<file path="src/rtl/fir_cfg_pkg.sv">
// rtl/fir_cfg_pkg.sv - shared opcodes, FSM encoding and width helper for the FIR config sequencer
package fir_cfg_pkg;

   localparam logic [1:0] OP_WR_COEF   = 2'd0;
   localparam logic [1:0] OP_RD_COEF   = 2'd1;
   localparam logic [1:0] OP_SET_SHIFT = 2'd2;
   localparam logic [1:0] OP_FLUSH     = 2'd3;

   typedef enum logic [3:0] {
      ST_IDLE,
      ST_CHECK,
      ST_WR_PULSE,
      ST_WR_WAIT,
      ST_RD_SET,
      ST_RD_CAP,
      ST_SH_PULSE,
      ST_SH_WAIT,
      ST_FLUSH,
      ST_RESP
   } state_t;

   // Never returns less than 1 so single-entry ranges still get a real port.
   function automatic int clog2(input int value);
      int r;
      r = 0;
      while ((1 << r) < value) r++;
      if (r < 1) r = 1;
      return r;
   endfunction

endpackage

</file>
<file path="src/rtl/cfg_timeout_cnt.sv">
// rtl/cfg_timeout_cnt.sv - wait-cycle counter flagging the last cycle before a filter timeout
module cfg_timeout_cnt
   import fir_cfg_pkg::*;
#(
   parameter int TIMEOUT = 15
) (
   input  logic clk,
   input  logic rst,
   input  logic clear,
   input  logic en,
   output logic expired
);

   localparam int CW = clog2(TIMEOUT + 1);

   logic [CW-1:0] cnt;

   // expired marks the TIMEOUT-th wait cycle; the counter then parks until cleared.
   assign expired = (cnt == CW'(TIMEOUT - 1));

   always_ff @(posedge clk or posedge rst) begin
      if (rst) begin
         cnt <= '0;
      end else if (clear) begin
         cnt <= '0;
      end else if (en && !expired) begin
         cnt <= cnt + CW'(1);
      end
   end

endmodule

</file>
<file path="src/rtl/fir_cfg_ctrl.sv">
// rtl/fir_cfg_ctrl.sv - host command sequencer driving the FIR filter coefficient, shift and flush ports
module fir_cfg_ctrl
   import fir_cfg_pkg::*;
#(
   parameter int COEF_WIDTH   = 24,
   parameter int COEF_COUNT   = 16,
   parameter int MAX_SHIFT    = 32,
   parameter int TIMEOUT      = 15,
   parameter int FLUSH_CYCLES = 4
) (
   input  logic                          clk,
   input  logic                          rst,
   input  logic                          cmd_valid,
   output logic                          cmd_ready,
   input  logic [1:0]                    cmd_op,
   input  logic [clog2(COEF_COUNT)-1:0]  cmd_addr,
   input  logic [COEF_WIDTH-1:0]         cmd_data,
   output logic                          rsp_valid,
   input  logic                          rsp_ready,
   output logic [COEF_WIDTH-1:0]         rsp_data,
   output logic                          rsp_err,
   output logic                          busy,
   output logic [clog2(COEF_COUNT)-1:0]  f_addr,
   output logic [COEF_WIDTH-1:0]         f_coef,
   output logic                          f_coef_ready,
   input  logic                          f_coef_done,
   input  logic [COEF_WIDTH-1:0]         f_coef_r,
   output logic                          f_shift_ready,
   output logic [clog2(MAX_SHIFT)-1:0]   f_shift_i,
   input  logic                          f_shift_done,
   output logic                          f_flush
);

   localparam int AW = clog2(COEF_COUNT);
   localparam int SW = clog2(MAX_SHIFT);
   localparam int FW = clog2(FLUSH_CYCLES + 1);
   localparam logic [AW:0]           ADDR_END  = (AW + 1)'(COEF_COUNT);
   localparam logic [COEF_WIDTH-1:0] SHIFT_END = COEF_WIDTH'(MAX_SHIFT);

   state_t                state;
   state_t                state_nx;
   logic                  err_nx;
   logic [1:0]            op_q;
   logic [AW-1:0]         addr_q;
   logic [COEF_WIDTH-1:0] data_q;
   logic [FW-1:0]         flush_cnt;
   logic                  accept;
   logic                  addr_bad;
   logic                  shift_bad;
   logic                  to_clear;
   logic                  to_en;
   logic                  to_expired;

   // Strobes decode straight from state so reset drops them without waiting for a clock.
   assign cmd_ready     = ~rst & (state == ST_IDLE) & ~rsp_valid;
   assign accept        = cmd_valid & cmd_ready;
   assign busy          = (state != ST_IDLE);
   assign rsp_valid     = (state == ST_RESP);
   assign f_coef_ready  = (state == ST_WR_PULSE);
   assign f_shift_ready = (state == ST_SH_PULSE);
   assign f_flush       = (state == ST_FLUSH);

   assign addr_bad  = ({1'b0, addr_q} >= ADDR_END);
   assign shift_bad = (data_q >= SHIFT_END);
   assign to_clear  = f_coef_ready | f_shift_ready;
   assign to_en     = (state == ST_WR_WAIT) | (state == ST_SH_WAIT);

   cfg_timeout_cnt #(
      .TIMEOUT (TIMEOUT)
   ) u_timeout (
      .clk     (clk),
      .rst     (rst),
      .clear   (to_clear),
      .en      (to_en),
      .expired (to_expired)
   );

   always_comb begin
      state_nx = state;
      err_nx   = 1'b0;
      case (state)
         ST_IDLE: begin
            if (accept) state_nx = ST_CHECK;
         end
         ST_CHECK: begin
            if ((op_q == OP_WR_COEF || op_q == OP_RD_COEF) && addr_bad) begin
               state_nx = ST_RESP;
               err_nx   = 1'b1;
            end else if (op_q == OP_SET_SHIFT && shift_bad) begin
               state_nx = ST_RESP;
               err_nx   = 1'b1;
            end else begin
               case (op_q)
                  OP_WR_COEF:   state_nx = ST_WR_PULSE;
                  OP_RD_COEF:   state_nx = ST_RD_SET;
                  OP_SET_SHIFT: state_nx = ST_SH_PULSE;
                  default:      state_nx = ST_FLUSH;
               endcase
            end
         end
         ST_WR_PULSE: state_nx = ST_WR_WAIT;
         // A done arriving on the expiry cycle still counts as success.
         ST_WR_WAIT: begin
            if (f_coef_done) begin
               state_nx = ST_RESP;
            end else if (to_expired) begin
               state_nx = ST_RESP;
               err_nx   = 1'b1;
            end
         end
         ST_RD_SET:   state_nx = ST_RD_CAP;
         ST_RD_CAP:   state_nx = ST_RESP;
         ST_SH_PULSE: state_nx = ST_SH_WAIT;
         ST_SH_WAIT: begin
            if (f_shift_done) begin
               state_nx = ST_RESP;
            end else if (to_expired) begin
               state_nx = ST_RESP;
               err_nx   = 1'b1;
            end
         end
         ST_FLUSH: begin
            if (flush_cnt == FW'(FLUSH_CYCLES - 1)) state_nx = ST_RESP;
         end
         ST_RESP: begin
            if (rsp_ready) state_nx = ST_IDLE;
         end
         default: state_nx = ST_IDLE;
      endcase
   end

   always_ff @(posedge clk or posedge rst) begin
      if (rst) begin
         state     <= ST_IDLE;
         op_q      <= '0;
         addr_q    <= '0;
         data_q    <= '0;
         flush_cnt <= '0;
         rsp_data  <= '0;
         rsp_err   <= 1'b0;
         f_addr    <= '0;
         f_coef    <= '0;
         f_shift_i <= '0;
      end else begin
         state     <= state_nx;
         flush_cnt <= (state == ST_FLUSH) ? flush_cnt + FW'(1) : '0;
         if (accept) begin
            op_q     <= cmd_op;
            addr_q   <= cmd_addr;
            data_q   <= cmd_data;
            rsp_data <= '0;
            rsp_err  <= 1'b0;
         end
         if (state != ST_RESP && state_nx == ST_RESP) rsp_err <= err_nx;
         if (state == ST_CHECK && state_nx == ST_WR_PULSE) begin
            f_addr <= addr_q;
            f_coef <= data_q;
         end
         // Readout is registered in the filter, so the address leads the capture by a cycle.
         if (state == ST_CHECK && state_nx == ST_RD_SET) f_addr <= addr_q;
         if (state == ST_CHECK && state_nx == ST_SH_PULSE) f_shift_i <= data_q[SW-1:0];
         if (state == ST_RD_CAP) rsp_data <= f_coef_r;
      end
   end

endmodule

</file>
<file path="config.mk">
export PLATFORM = sky130hd
export DESIGN_NAME = fir_cfg_ctrl
export DESIGN_NICKNAME = d
export VERILOG_FILES = /design/src/rtl/fir_cfg_pkg.sv /design/src/rtl/cfg_timeout_cnt.sv /design/src/rtl/fir_cfg_ctrl.sv
export SDC_FILE = /design/constraint.sdc
export NUM_CORES = 1
export LEC_CHECK = 0
export ABC_AREA = 1
export CORE_ASPECT_RATIO = 0.6
export CORE_MARGIN = 3
export CORE_UTILIZATION = 40
export CTS_BUF_LIST = sky130_fd_sc_hd__clkbuf_4 sky130_fd_sc_hd__clkbuf_8
export DETAILED_ROUTE_END_ITERATION = 8
export DONT_BUFFER_PORTS = 1
export PLACE_DENSITY = 0.68
export SLEW_MARGIN = 10
export SYNTH_ARGS = -nofsm -noshare
export SYNTH_HDL_FRONTEND = slang
export SYNTH_SLANG_ARGS = --single-unit
</file>
<file path="constraint.sdc">
create_clock -name clk -period 2.97 [get_ports clk]
set_input_delay 0.4455 -clock clk [delete_from_list [all_inputs] [get_ports clk]]
set_output_delay 0.4455 -clock clk [all_outputs]
set_load 0.02 [all_outputs]
</file>
==> run_results.csv, run 1 <==
group,metric,value,unit
status,status,"complete, no violations",
min_path,hold_start,"f_coef_r[20]",
grt,antenna_found_initial,2,
worst_setup_path,required,3230,ps
sta,hold_violations,0,
worst_setup_path,arrival,2500,ps
synth,synthDistinctLibCells,29,
final_layout,drive_above_1_share,13.6,%
sta,setup_tns,0,ps
route,vias,3046,
sta,grt_setup_unrepaired,"no",
worst_setup_path,cp_max_fo,34,
sta,worst_pin_slew,389,ps
die,io-pin-count,124,
route,drtPass1Iterations,5,
route,viasPerCell,5.04,
placed_design,hpwl,7020,µm
grt,grt_max_degree,64,
route,wl_per_cell,15.8,µm
synth,synth_ff_type,"dfrtp_1",
synth,synthTopCellsByArea,"dfrtp_1 57%, nand2_1 7.1%, nand3_1 7.0%",
sta,finClkSkew,10.4,ps
grt,grt_use_total,16.4,%
sta,fmax,447,MHz
sta,report.final.slew_viol_count,0,
clock_network,cts_buffers,9,
synth,synth.cell_area,4320,µm²
worst_setup_path,r2r_slack,730,ps
synth,ys_seq_area_share,57.4,%
min_path,whs_endpoint,"rsp_data[20]",
min_path,holdPathStages,2,
power_and_ir_drop,power.total,0.00503,W
synth,avgSynthCellArea,9.31,µm²
worst_setup_path,reg2reg_to,"f_coef[22]",
clock_network,cts_hold_buffers,1,
synth,yosys.area.top_type_share,57.4,%
clock_network,cts-root-buf,"clkbuf_8",
synth,synth.most_common_cell,"dfrtp_1",
grt,grt_pass1_vias,3069,
clock_network,clk_pin_slew_worst_paths,100,ps
clock_network,post_cts_buffers,0,
synth,synth.largest_area_cell,"dfrtp_1",
clock_network,cts.sinks,99,
final_layout,antenna_cells,0,
power_and_ir_drop,peakVddDrop,0.404,mV
synth,synth_common_cells,"99 x dfrtp_1, 82 x nand2_1, 60 x nand3_1",
final_layout,area_growth,8.60,%
worst_setup_path,reg2regPathDepth,11,
die,core-area,10200,µm²
synth,netlist_instances,464,
run,drv_cap,0,
sta,finalCritPeriodShare,75.3,%
final_layout,seq_area,2480,µm²
synth,synth_nets,531,
sta,finalSetupViolCount,0,
clock_network,clk_latency,360,ps
clock_network,cts_resized,0,
sta,slew_headroom,73.9,%
worst_setup_path,worstSetupStartpointType,"flip-flop",
die,fp.dieW,140,µm
worst_setup_path,end_kind,"flip-flop",
clock_network,cts_tree,"built",
sta,hold_ws,217,ps
synth,ys_seq_elements,99,
final_layout,final_net_count,531,
worst_setup_path,path_class,"reg2reg",
min_path,hold_class,"in2reg",
synth,synthArstFlopShare,100,%
route,drt_iter0_drc,92,
sta,layout_min_cycle_time,2240,ps
die,die_h,86.5,µm
die,die_area,12100,µm²
clock_network,clockBufferDepth,2,
clock_network,htree_levels,3,
placed_design,port_buffers,0,
route,wl,9530,µm
final_layout,n_fill_cell,998,
synth,synth-edff-count,0,
route,postRouteAntennaNets,0,
placed_design,globalplace.congestion,0.846,
route,drcViolationCount,0,
final_layout,multi_input_area,1530,µm²
grt,global_route.overflow_total,0,
power_and_ir_drop,power_density,1070,nW/µm²
die,start_util,42.4,%
die,rows,28,
power_and_ir_drop,static-leakage-power,2.41,nW
worst_setup_path,r2r_start,"u_timeout.cnt[0]",
grt,grt_pass1_wl,15800,µm
synth,yosys_warnings,0,
-- registers in the layout, indices dropped and copies added, names as in the netlist --
signal         count
f_addr             4
u_timeout.cnt      4
rsp_err            1
addr_q             4
flush_cnt          3
op_q               2
data_q            24
state              4
f_coef            24
f_shift_i          5
rsp_data          24
-- power breakdown --
| group | total, W | internal (W) | switching [W] |
|---|---|---|---|
| Clock | 0.000905 | 0.000405 | 0.000501 |
| Sequential | 0.00272 | 0.00191 | 0.000809 |
| Combinational | 0.00141 | 0.000491 | 0.000921 |
-- area by class of cell --
type	count	share of cell area (%)
Clock buffer	9	2.64
Tap cell	135	3.60
Sequential cell	99	52.8
Multi-Input combinational cell	293	32.6
Inverter	52	4.24
Timing Repair Buffer	9	2.29
Clock inverter	7	1.79
-- kinds of logic after synthesis --
logic type / count (synthesis) / synth area share [%]
buffers and inverters: 72 / 7.21
AND/OR/NAND/NOR: 210 / 21.5
multiplexers: 4 / 1.04
flip-flops: 99 / 57.4
adder cells (fa/ha/maj): 7 / 2.03
AO/OA/AOI/OAI: 72 / 10.8
-- critical path, stage by stage, from the launching register on --
cell and delay (ps):
dfrtp_1 380, inv_1 80, ha_1 190, nand3_1 130, nand2_1 100, o21ai_0 190, nand3_1 150, a21oi_4 210
nand3_4 280, buf_12 280, nand2_1 90, o21ai_2 50
-- per-layer routing --
| metal | vias up | part of all wire [%] | wire length, µm | track usage, % |
|---|---|---|---|---|
| met5 | - | 0.15 | 14 | 0 |
| met4 | 4 | 0.81 | 77 | 3.69 |
| met3 | 12 | 11 | 1070 | 7.94 |
| met2 | 127 | 42 | 4050 | 24.3 |
| met1 | 1408 | 45 | 4320 | 22.0 |
| li1 | 1495 | - | - | - |
-- cells in the final DEF, fill, tap and decap left out, types with 2 or more instances in the layout --
cell        netlist  layout
o21ai_0          11      11
nand3_1          60      60
clkbuf_8          0       9
o21ai_2          24      24
dfrtp_1          99      99
buf_12            0       3
inv_6             0       2
nand2_1          82      82
o22ai_1           2       2
inv_1            51      50
clkinv_4          0       2
nand3_2           3       3
mux2_2            4       4
a21oi_1          31      31
buf_4             1       5
clkinvlp_4        0       2
nand2_2           2       2
ha_1              7       7
nor3_1            4       4
nor2_1           53      53
nor2_4            2       2
-- worst max-delay path by stage --
| stage | from | cells after the start | endpoint |
|---|---|---|---|
| after detailed placement | u_timeout.cnt[0] | 11 | f_coef[22] |
| after global placement | data_q[18] | 11 | f_coef[15] |
| final | u_timeout.cnt[0] | 11 | f_coef[22] |
| after floorplan | state[3] | 9 | rsp_data[10] |
| after CTS | u_timeout.cnt[0] | 11 | f_coef[22] |
| after global routing | u_timeout.cnt[0] | 11 | f_coef[3] |
-- stage by stage --
| stage | std cells | util [%] | area, µm² | setup WS [ps] |
|---|---|---|---|---|
| after floorplan | 464 | - | 4320 | 1080 |
| after global placement | 587 | 43.9 | 4470 | 797 |
| after detailed placement | 587 | 43.9 | 4470 | 748 |
| after CTS | 604 | 46.0 | 4690 | 719 |
| after global routing | 604 | 46.0 | 4690 | 504 |
| final | 604 | 46.0 | 4690 | 733 |
(Power assumes the default switching activity.)
==> run 2, diff against run 1 <==
clock period = 1.9 ns   (was 2.97 ns; I/O delays follow)
==> run 2 against run 1 <==
Effect of this change:
- setup slack worse by 700 ps
- clock skew rose by 3.7 ps
- sequential cell count unchanged
- via count up 8.2%
- total power is 69% higher
- clock power rose by 40%
- largest power group unchanged
- cell count rose by 5.5%
- combinational power grew 110%
- critical endpoint unchanged
- die area unchanged
- sequential power rose by 59%
- hold slack got worse by 160 ps
- cell area is 11% higher
==> run_results.csv, run 2 (synthesized netlist as in run 1, its figures left out) <==
group,metric,value,unit
final_layout,seq_area,2480,µm²
die,start_util,42.4,%
worst_setup_path,end_kind,"flip-flop",
clock_network,cts.sinks,99,
min_path,hold_start,"f_coef_r[18]",
worst_setup_path,critical_path.max_stage_delay,490,ps
run,drv_cap,0,
worst_setup_path,required,2160,ps
clock_network,clockBufferDepth,2,
worst_setup_path,path_class,"reg2reg",
sta,setup_tns,0,ps
placed_design,hpwl,7320,µm
grt,grt_pass1_wl,16700,µm
power_and_ir_drop,static-leakage-power,2.63,nW
route,drcViolationCount,0,
worst_setup_path,reg2reg_to,"f_coef[22]",
route,wl_per_cell,17.0,µm
final_layout,antenna_cells,0,
die,die_h,86.5,µm
worst_setup_path,path_cells,"buf_6 > inv_1 > nand2_2 > o21ai_1 > nand3_2 > a21oi_4 > nand3_4 > buf_8 > clkbuf_16 > nand2_2 > o21ai_2",
power_and_ir_drop,pwr-share-seq,50.9,%
placed_design,dp_slack,-137,ps
worst_setup_path,crit_path_frequent_cell,"nand2_2",
sta,fin_ws,35.0,ps
status,status,"complete, no violations",
die,core-area,10200,µm²
final_layout,final_util,51.1,%
die,fp.dieW,140,µm
route,viasPerCell,5.17,
final_layout,most-common-layout-cells,"97 x dfrtp_1, 58 x nand2_1, 57 x nand3_1, 48 x nor2_1, 45 x inv_1",
final_layout,n_fill_cell,925,
clock_network,clk_latency,370,ps
placed_design,placed_cell_area,4590,µm²
grt,antenna_found_initial,4,
worst_setup_path,r2r_start,"state[3]",
sta,worst_pin_slew,663,ps
clock_network,htree_levels,3,
sta,finClkSkew,14.2,ps
worst_setup_path,arrival,2130,ps
power_and_ir_drop,power_switching,0.00377,W
clock_network,clk_pin_slew_worst_paths,90,ps
power_and_ir_drop,clock_power_share,15.0,%
die,rows,28,
clock_network,cts-root-buf,"clkbuf_8",
clock_network,cts_tree,"built",
sta,finalSetupViolCount,0,
sta,hold_violations,0,
final_layout,top_regs,"data_q: 24 flops, f_coef: 24 flops, rsp_data: 24 flops",
min_path,hold_class,"in2reg",
grt,grt_max_degree,44,
final_layout,postLayoutCellArea,5210,µm²
route,postRouteAntennaNets,0,
sta,grt_setup_unrepaired,"yes",
power_and_ir_drop,peakVddDrop,0.767,mV
grt,grt_pass1_vias,3265,
route,drtPass1Iterations,8,
sta,finalCritPeriodShare,98.2,%
grt,grt_use_total,17.5,%
final_layout,multi_input_area,1700,µm²
worst_setup_path,cp_max_fo,8,
final_layout,area_growth,20.6,%
sta,slew_headroom,55.7,%
final_layout,drive_above_1_share,28.1,%
min_path,holdPathStages,2,
route,drt_iter0_drc,113,
final_layout,final_net_count,564,
die,io-pin-count,124,
route,wl,10800,µm
clock_network,cts_buffers,9,
sta,layout_min_cycle_time,1870,ps
placed_design,globalplace.congestion,0.820,
worst_setup_path,worstSetupStartpointType,"flip-flop",
grt,global_route.overflow_total,0,
placed_design,port_buffers,0,
worst_setup_path,r2r_slack,30,ps
power_and_ir_drop,switching_share,44.4,%
final_layout,final_common_cell,"dfrtp_1",
min_path,whs_endpoint,"rsp_data[18]",
die,die_area,12100,µm²
worst_setup_path,reg2regPathDepth,11,
power_and_ir_drop,p_int,0.00473,W
power_and_ir_drop,p_comb_share,34.2,%
route,vias,3296,
power_and_ir_drop,power_density,1630,nW/µm²
worst_setup_path,slowest_stage,"dfrtp_2",
sta,report.final.slew_viol_count,0,
sta,fmax,536,MHz
## run 2: final cells by class
cell class	count	share of cell area, %
clock inverters	5	0.745
well taps	135	3.24
inverters	52	3.87
flip-flops and latches	99	47.6
repair buffers	41	9.15
multi-input cells	294	32.6
clock buffers	11	2.79
## run 2: what timing repair did
item,4_1_cts,5_1_grt
cloned,3,2
endpoints found under the hold margin,27,0
hold buffers,1,0
endpoints found under the setup margin,33,34
buffers inserted,7,8
pin swaps,10,12
resized for setup,27,42
## run 2: per-stage QoR
stage | hold WS, ps | total power, W | cells
after floorplan | 409 | 0.00594 | 464
after global placement | 274 | 0.00661 | 601
after detailed placement | 288 | 0.00674 | 601
after CTS | 32.2 | 0.00823 | 628
after global routing | 38.9 | 0.00909 | 637
final | 55.1 | 0.00850 | 637
## run 2: worst max-delay path by stage
stage,slack (ps),end,start,cells past startpoint
floorplan,10,rsp_data[10],state[3],9
global placement,-40,f_shift_i[1],data_q[18],10
detailed placement,-140,f_shift_i[1],data_q[18],9
CTS,10,f_coef[0],data_q[19],12
global route,-70,f_coef[9],u_timeout.cnt[0],13
finish,30,f_coef[22],state[3],11
## run 2: metal layers
metal	track usage (%)	routed length, µm	part of all wire (%)	vias up
li1	-	-	-	1570
met1	22.8	4760	44	1579
met2	26.3	4730	44	125
met3	9.15	1230	11	14
met4	3.69	61	0.56	8
met5	0	44	0.41	-
## run 2: power groups by stage
stage	registers (W)	logic [W]	clock network (W)
2_1_floorplan	0.00407	0.00187	0
4_1_cts	0.00429	0.00263	0.00131
6_report	0.00432	0.00290	0.00127
3_5_place_dp	0.00429	0.00244	0
3_3_place_gp	0.00428	0.00234	0
5_1_grt	0.00444	0.00325	0.00140
## run 2: worst max-delay path, delay by kind of cell, from the launching register on
kind	cells	cell delay [ps]
compound gates	3	360
buf+inv	4	540
flops	1	490
simple gates	4	370
